--- config.mk ---
export PLATFORM = sky130hd
export DESIGN_NAME = ieee754_mul_arb
export DESIGN_NICKNAME = d
export VERILOG_FILES = /design/src/rtl/ieee754_mul_arb.sv
export SDC_FILE = /design/constraint.sdc
export NUM_CORES = 2
export LEC_CHECK = 0
export CORE_ASPECT_RATIO = 0.6
export CORE_UTILIZATION = 45
export DETAILED_ROUTE_END_ITERATION = 6
export GPL_TIMING_DRIVEN = 1
export HOLD_SLACK_MARGIN = 0.05
export PLACE_DENSITY = 0.69
export REMOVE_ABC_BUFFERS = 1
export SLEW_MARGIN = 40
export SYNTH_ARGS = -nofsm -noshare
export SYNTH_HDL_FRONTEND = slang
export SYNTH_SLANG_ARGS = --single-unit
--- constraint.sdc ---
create_clock -name clk -period 13.75 [get_ports clk]
set_input_delay 1.375 -clock clk [delete_from_list [all_inputs] [get_ports clk]]
set_output_delay 1.375 -clock clk [all_outputs]
set_load 0.02 [all_outputs]
--- src/rtl/ieee754_mul_arb.sv ---
// ieee754_mul_arb: two requesters share one IEEE 754 single-precision multiplier.
// Latency: grant in cycle T, rsp_valid first high in cycle T+MUL_LAT+1; issue interval MUL_LAT+2.
// Backpressure: the result is held in DONE until rsp_ready=1; no request is accepted until then.
// Ports: clk/rst_n (async active-low); reqN_valid/reqN_a/reqN_b/reqN_ready per requester;
//        rsp_valid/rsp_ready handshake with rsp_id (owner), rsp_s (product), rsp_ovf/rsp_unf flags.

// ieee754_mul: combinational single-precision multiply, round-to-nearest-even.
// Subnormal inputs are treated as zero; results too small for a normal are flushed to
// signed zero with UNDERFLOW, results too large saturate to infinity with OUVERFLOW.
module ieee754_mul (
  input  logic [31:0] a,
  input  logic [31:0] b,
  output logic [31:0] s,
  output logic        OUVERFLOW,
  output logic        UNDERFLOW
);
  logic              sgn;
  logic              a_nan, b_nan, a_inf, b_inf, a_zero, b_zero;
  logic [47:0]       prod;
  logic [47:0]       prod_n;
  logic              rnd;
  logic [23:0]       man_r;
  logic signed [9:0] exp_n;

  always_comb begin
    sgn    = a[31] ^ b[31];
    a_nan  = (a[30:23] == 8'hff) && (a[22:0] != 23'd0);
    b_nan  = (b[30:23] == 8'hff) && (b[22:0] != 23'd0);
    a_inf  = (a[30:23] == 8'hff) && (a[22:0] == 23'd0);
    b_inf  = (b[30:23] == 8'hff) && (b[22:0] == 23'd0);
    a_zero = (a[30:23] == 8'h00);
    b_zero = (b[30:23] == 8'h00);

    prod   = 48'({1'b1, a[22:0]}) * 48'({1'b1, b[22:0]});
    // Normalise so the leading one sits at bit 47.
    prod_n = prod[47] ? prod : {prod[46:0], 1'b0};
    // Guard is bit 23, sticky the OR below it; ties go to an even mantissa.
    rnd    = prod_n[23] & ((|prod_n[22:0]) | prod_n[24]);
    man_r  = {1'b0, prod_n[46:24]} + {23'd0, rnd};
    // A rounding carry out of the mantissa bumps the exponent; man_r[22:0] is then zero.
    exp_n  = $signed({2'b00, a[30:23]}) + $signed({2'b00, b[30:23]}) - 10'sd127
           + $signed({9'd0, prod[47]}) + $signed({9'd0, man_r[23]});

    s         = 32'd0;
    OUVERFLOW = 1'b0;
    UNDERFLOW = 1'b0;
    if (a_nan || b_nan || (a_inf && b_zero) || (b_inf && a_zero)) begin
      s = 32'h7fc00000;
    end else if (a_inf || b_inf) begin
      s = {sgn, 8'hff, 23'd0};
    end else if (a_zero || b_zero) begin
      s = {sgn, 31'd0};
    end else if (exp_n >= 10'sd255) begin
      s         = {sgn, 8'hff, 23'd0};
      OUVERFLOW = 1'b1;
    end else if (exp_n <= 10'sd0) begin
      s         = {sgn, 31'd0};
      UNDERFLOW = 1'b1;
    end else begin
      s = {sgn, exp_n[7:0], man_r[22:0]};
    end
  end
endmodule

module ieee754_mul_arb #(
  parameter int unsigned MUL_LAT = 1
) (
  input  logic        clk,
  input  logic        rst_n,
  input  logic        req0_valid,
  input  logic [31:0] req0_a,
  input  logic [31:0] req0_b,
  output logic        req0_ready,
  input  logic        req1_valid,
  input  logic [31:0] req1_a,
  input  logic [31:0] req1_b,
  output logic        req1_ready,
  output logic        rsp_valid,
  input  logic        rsp_ready,
  output logic        rsp_id,
  output logic [31:0] rsp_s,
  output logic        rsp_ovf,
  output logic        rsp_unf
);
  typedef enum logic [1:0] {IDLE, BUSY, DONE} state_t;

  localparam logic [3:0] CNT_INIT = 4'(MUL_LAT - 1);

  state_t      state_q, state_d;
  logic [3:0]  cnt_q, cnt_d;
  logic        prio_q, prio_d;
  logic        id_q, id_d;
  logic [31:0] op_a_q, op_a_d;
  logic [31:0] op_b_q, op_b_d;
  logic [31:0] rsp_s_q, rsp_s_d;
  logic        rsp_ovf_q, rsp_ovf_d;
  logic        rsp_unf_q, rsp_unf_d;

  logic        gnt0, gnt1;
  logic [31:0] mul_s;
  logic        mul_ovf, mul_unf;

  ieee754_mul u_mul (
    .a         (op_a_q),
    .b         (op_b_q),
    .s         (mul_s),
    .OUVERFLOW (mul_ovf),
    .UNDERFLOW (mul_unf)
  );

  // Requester 1 wins when it is alone or when the pointer favours it.
  assign gnt1 = (state_q == IDLE) && req1_valid && (!req0_valid || prio_q);
  assign gnt0 = (state_q == IDLE) && req0_valid && !gnt1;

  // Gated by rst_n so ready stays low while reset is held even though state reads IDLE.
  assign req0_ready = rst_n & gnt0;
  assign req1_ready = rst_n & gnt1;

  assign rsp_valid = (state_q == DONE);
  assign rsp_id    = id_q;
  assign rsp_s     = rsp_s_q;
  assign rsp_ovf   = rsp_ovf_q;
  assign rsp_unf   = rsp_unf_q;

  always_comb begin
    state_d   = state_q;
    cnt_d     = cnt_q;
    prio_d    = prio_q;
    id_d      = id_q;
    op_a_d    = op_a_q;
    op_b_d    = op_b_q;
    rsp_s_d   = rsp_s_q;
    rsp_ovf_d = rsp_ovf_q;
    rsp_unf_d = rsp_unf_q;
    case (state_q)
      IDLE: begin
        if (gnt0 || gnt1) begin
          id_d    = gnt1;
          op_a_d  = gnt1 ? req1_a : req0_a;
          op_b_d  = gnt1 ? req1_b : req0_b;
          cnt_d   = CNT_INIT;
          prio_d  = ~gnt1;
          state_d = BUSY;
        end
      end
      BUSY: begin
        if (cnt_q != 4'd0) begin
          cnt_d = cnt_q - 4'd1;
        end else begin
          rsp_s_d   = mul_s;
          rsp_ovf_d = mul_ovf;
          rsp_unf_d = mul_unf;
          state_d   = DONE;
        end
      end
      DONE: begin
        if (rsp_ready) state_d = IDLE;
      end
      default: state_d = IDLE;
    endcase
  end

  always_ff @(posedge clk or negedge rst_n) begin
    if (!rst_n) begin
      state_q   <= IDLE;
      cnt_q     <= 4'd0;
      prio_q    <= 1'b0;
      id_q      <= 1'b0;
      op_a_q    <= 32'd0;
      op_b_q    <= 32'd0;
      rsp_s_q   <= 32'd0;
      rsp_ovf_q <= 1'b0;
      rsp_unf_q <= 1'b0;
    end else begin
      state_q   <= state_d;
      cnt_q     <= cnt_d;
      prio_q    <= prio_d;
      id_q      <= id_d;
      op_a_q    <= op_a_d;
      op_b_q    <= op_b_d;
      rsp_s_q   <= rsp_s_d;
      rsp_ovf_q <= rsp_ovf_d;
      rsp_unf_q <= rsp_unf_d;
    end
  end
endmodule

Word-level counts from Yosys, hierarchy flattened
Index checks and enable logic that the tools add are counted.
W data, S select, Z words.
Word-level totals
  bits in registers: 106
  input port bits: 133
  output and inout port bits: 38
  logic and storage cells: 90
Operators by class
  add/sub/neg operators: 6
  multiply operators: 1
  $lt $le $gt $ge: 2
  eq/ne operators: 8
  muxes and demuxes: 24
  bitwise logic cells: 7
  reduce and logical (&&, ||, !) cells: 33
Operator list (number)
  $mux W31: 4
  $mux W32: 3
  $mul A24 B24 Y48: 1
  $mux W47: 1
  $logic_not A23 Y1: 2
  $reduce_bool A23 Y1: 2
  $add A23 B1 Y24: 1
  $reduce_or A23 Y1: 1
  $add A10 B2 Y10: 2
  $eq A8 B8 Y1 const B: 2
  $logic_not A8 Y1: 2
  $ge A10 B9 Y1 const B: 1
  $le A10 B1 Y1 const B: 1
  $logic_and A1 B1 Y1: 10
  $sub A10 B8 Y10 const B: 1
  $add A8 B8 Y9: 1
  $mux W1: 9
  $mux W4: 2
  $pmux W4 S2: 1
  $logic_or A1 B1 Y1: 7
  $mux W2: 3
  $pmux W2 S3: 1
  $reduce_and A3 Y1: 2
  $ne A2 B1 Y1 const B: 2
  other kinds (13): 19

Depth between registers and ports, before layout
  depth in word-level cells: 13
  depth in mapped cells: 46
  mapped depth without buffers: 42

Hierarchy
A second synthesis with hierarchy kept.
Second synthesis, totals
  cells, all modules: 2939
  area, all modules: 26176.4 µm²
Modules (own cells, without submodules)
  ieee754_mul: times used 1, cells an instance 2609, area each 21733.3 µm², seq. area each 0.0 µm²
  ieee754_mul_arb: times used 1, cells an instance 330, area each 4443.0 µm², seq. area each 2652.5 µm²

Worst setup path after synthesis
OpenSTA, ideal clock, no wires.
  kind: register -> register
  start point: reg op_b_q[3]
  end point: reg rsp_s_q[7], in the netlist rsp_s[7]
  setup time: 0.122 ns
  data arrival time: 10.341 ns
  data required time: 13.628 ns
  setup slack: 3.288 ns
  cell stages (with the launch flop): 43
  path buffers: 2
  period minus slack after synthesis: 10.462 ns
  cells stage by stage: dfrtp_1 -> clkbuf_1 -> clkbuf_1 -> nand2_1 -> fa_1 -> inv_1 -> fa_1 -> inv_1 -> fa_1 -> inv_1 -> fa_1 -> inv_1 -> fa_1 -> inv_1 -> fa_1 -> inv_1 -> fa_1 -> inv_1 -> [7 not listed] -> nor4b_4 -> o2111ai_2 -> nor4_4 -> nand2_1 -> nor2_1 -> ha_1 -> inv_1 -> fa_1 -> inv_1 -> o2111ai_1 -> or4_1 -> nor4_1 -> nor3_1 -> nor4_1 -> nor2_1 -> nand3_1 -> a31oi_1 -> a32o_1
Between the ends
  word-level cells in the longest chain between the ends: 13
  elaborated cells between the ends (all ways): 24
  classes of those cells: 3 x add/sub; 1 x mul; 2 x order compare; 6 x mux; 2 x bitwise; 10 x reduce/logical
Ends and longest elaborated chain
  start, declared: RTL line 94  | logic [31:0] op_b_q, op_b_d;
  start signal, assigned: RTL line 180  | op_b_q <= op_b_d;
  $mul A24 B24 Y48: RTL line 34  | prod = 48'({1'b1, a[22:0]}) * 48'({1'b1, b[22:0]});
  $mux W47: RTL line 36  | prod_n = prod[47] ? prod : {prod[46:0], 1'b0};
  $reduce_or A23 Y1: RTL line 38  | rnd = prod_n[23] & ((|prod_n[22:0]) | prod_n[24]);
  $or A1 B1 Y1: RTL line 38
  $and A1 B1 Y1: RTL line 38
  $add A23 B1 Y24: RTL line 39  | man_r = {1'b0, prod_n[46:24]} + {23'd0, rnd};
  $add A10 B2 Y10: RTL line 42  | + $signed({9'd0, prod[47]}) + $signed({9'd0, man_r[23]});
  $le A10 B1 Y1: RTL line 56  | end else if (exp_n <= 10'sd0) begin
  $mux W31: RTL line 56
  $mux W31: RTL line 53  | end else if (exp_n >= 10'sd255) begin
  $mux W31: RTL line 51  | end else if (a_zero || b_zero) begin
  $mux W31: RTL line 49  | end else if (a_inf || b_inf) begin
  $mux W32 (*): RTL line 47  | if (a_nan || b_nan || (a_inf && b_zero) || (b_inf && a_zero)) begin
  end signal, assigned: RTL line 181  | rsp_s_q <= rsp_s_d;
  end, declared: RTL line 95  | logic [31:0] rsp_s_q, rsp_s_d;
Mark *: on every way between the ends. The rest lies on a longest branch, timed or not.
A chain may end at the register's enable or synchronous reset.

Worst setup path in the final report
  start point: reg op_b_q[0]
  end point: reg rsp_s_q[18], in the netlist rsp_s[18]
The elaborated chain is that of the path after synthesis.

==> metrics.yaml <==
dieHeight_um: 187
dp.final_hpwl_um: 66800
synth_warnings: 0
cts_made_buffers: 9
crit_buf_inv: 8
synth_seq_cells: 106
synth_flop_cell: "dfrtp_1"
rsz0062_at_grt: "false"
hold_violations: 0
die_area_um2: 58200
period_needed_ns: 12.52
clkTransAtPathRegs_ns: 0.09
wl_um: 84800
syn_area_um2: 25800
synth_edf_count: 0
syn2layout_area_growth_pct: 10.4
nNetsFinal: 3802
cts_setup_buffers: 0
skew_ns: 0.0121
num_vias: 21417
cts_tree: "done"
max_freq_mhz: 79.9
overflow: 0
dr.pass1.iters: 6
crit_fanout: 18
cp.arrival_ns: 12.79
crit_top_cell: "fa_1"
start_kind: "flop"
crit_required_ns: 14.02
drtIter0Drc: 2270
clockBufferDepth: 2
grt_pass1_vias: 22599
htree_levels: 3
async_flop_share_pct: 100
fp.coreArea_um2: 56200
hp-class: "reg2reg"
slew_violations: 0
setup_tns_ns: 0
gp_congestion: 1.04
cts.sinks: 106
cts_resized: 0
wl_per_cell_um: 22.5
postCtsHoldBufs: 0
io_buffers: 170
cpMaxStageDelayCell: "dfrtp_1"
crit_family: "adder cells"
slowest_delay_ns: 0.93
synth_cell_types: 87
grt_max_degree: 71
row_count: 67
syn_area_per_cell_um2: 8.79
slew_headroom_pct: 34.7
tightestPinTransition_ns: 0.979
path_class: "reg2reg"
synth-seq-area-share_pct: 10.3
grt_antenna_before_repair: 4
setup_viol_count_final: 0
remaining_drc_errors: 0
gr-usage-all-layers_pct: 30.2
ioPinCount: 171
status: "completed"
drive_gt1_share_pct: 3.86
clk_latency_ns: 0.40
post-route-period-util_pct: 91.0
die_width_um: 311
grt_pass1_wl_um: 134000
whs_ns: 0.496
synthCells: 2930
viasPerCell: 5.69
clockRootBuffer: "clkbuf_16"
ant_nets: 0
drv_cap: 0
start_util_pct: 45.8
cp-end-kind: "flop"
==> cells in the mapped netlist, types with 24 or more instances <==
cell / n / area, µm²
and2_1: 246 / 1540
xnor2_1: 41 / 359
a21oi_1: 61 / 305
nand3_1: 29 / 145
o21ai_0: 39 / 195
nor4_1: 27 / 169
xor2_1: 24 / 210
dfrtp_1: 106 / 2650
ha_1: 188 / 2350
nor3_1: 32 / 160
fa_1: 484 / 9690
and3_1: 75 / 469
nor2_1: 118 / 443
inv_1: 608 / 2280
nand2_1: 360 / 1350
a221o_1: 66 / 661
clkbuf_1: 129 / 484
==> registers in the layout, summed over array words and instances (netlist names) <==
signal   cells
prio_q       1
rsp_ovf      1
op_a_q      32
rsp_unf      1
op_b_q      32
state_q      2
rsp_s       32
cnt_q        4
rsp_id       1
==> cells in the final DEF, fill, tap and decap left out, types with 30 or more instances in the layout <==
master | Yosys | routed
and3_1 | 75 | 75
buf_4 | 7 | 42
nor2_1 | 118 | 118
nand2_1 | 360 | 360
a221o_1 | 66 | 66
dfrtp_1 | 106 | 90
a21oi_1 | 61 | 61
nor3_1 | 32 | 30
inv_1 | 608 | 608
ha_1 | 188 | 188
clkdlybuf4s50_1 | 0 | 169
and2_1 | 246 | 246
o21ai_0 | 39 | 39
xnor2_1 | 41 | 41
fa_1 | 484 | 484
==> stage by stage <==
stage / worst slack, ns / util [%] / cell area, µm² / std cells
floorplan: 3.25 / - / 25100 / 2774
global placement: 1.77 / 50.0 / 28100 / 3745
detailed placement: 1.52 / 50.0 / 28100 / 3745
CTS: 1.39 / 50.6 / 28400 / 3761
global route: 0.443 / 50.6 / 28400 / 3761
finish: 1.23 / 50.6 / 28400 / 3763
==> path summary, 6_finish.rpt <==
path                       depth (start not counted)         to  slack, ns       from
hold / removal                                     2     rsp_id       0.50     rsp_id
max in group asynchronous                          3  op_b_q[5]      11.47      rst_n
setup reg to reg                                  39  rsp_s[18]       1.23  op_b_q[0]
setup / recovery                                  39  rsp_s[18]       1.23  op_b_q[0]
hold reg to reg                                    2     rsp_id       0.50     rsp_id
min in group asynchronous                          2  rsp_s[23]       1.22      rst_n
==> cell families (layout without fill, tap and decap cells) <==
logic type / Yosys count / count (layout) / share of synthesized area (%)
fa+ha+maj: 672 / 672 / 46.8
compound gates: 346 / 346 / 10.0
xor+xnor: 66 / 66 / 2.27
flops: 106 / 106 / 10.3
other cells: 0 / 2 / 0
mux: 5 / 5 / 0.194
buf+inv: 767 / 839 / 11.4
simple gates: 968 / 968 / 19.1
==> per-layer routing <==
metal | track usage [%] | vias to the layer above | wire length (µm)
li1 | - | 9310 | -
met1 | 43.9 | 10715 | 36900
met2 | 39.5 | 1284 | 32300
met3 | 16.4 | 108 | 14600
met4 | 4.66 | 0 | 1120
met5 | 0 | - | 0
==> worst reg2reg max path: cells and delay by family, from the launching register on <==
kind / cells / cell delay [ns]
and+or+nand+nor: 12 / 3.70
AOI/OAI and AO/OA: 9 / 1.99
DFF: 1 / 0.93
buffers and inverters: 8 / 1.02
adders and majority gates: 10 / 4.76
==> final cells by class <==
| type | instances | area (µm²) |
|---|---|---|
| clock buffers | 9 | 225 |
| multi-input cells | 2057 | 20200 |
| flip-flops and latches | 106 | 2670 |
| repair buffers | 212 | 2020 |
| well taps | 759 | 950 |
| clock inverters | 7 | 77.6 |
| diodes | 2 | 5.00 |
| inverters | 611 | 2290 |
| fillers | 5210 | 27700 |
Power is not shown: default switching activity piles up to over one toggle a cycle in this logic, so the estimate is an artifact.
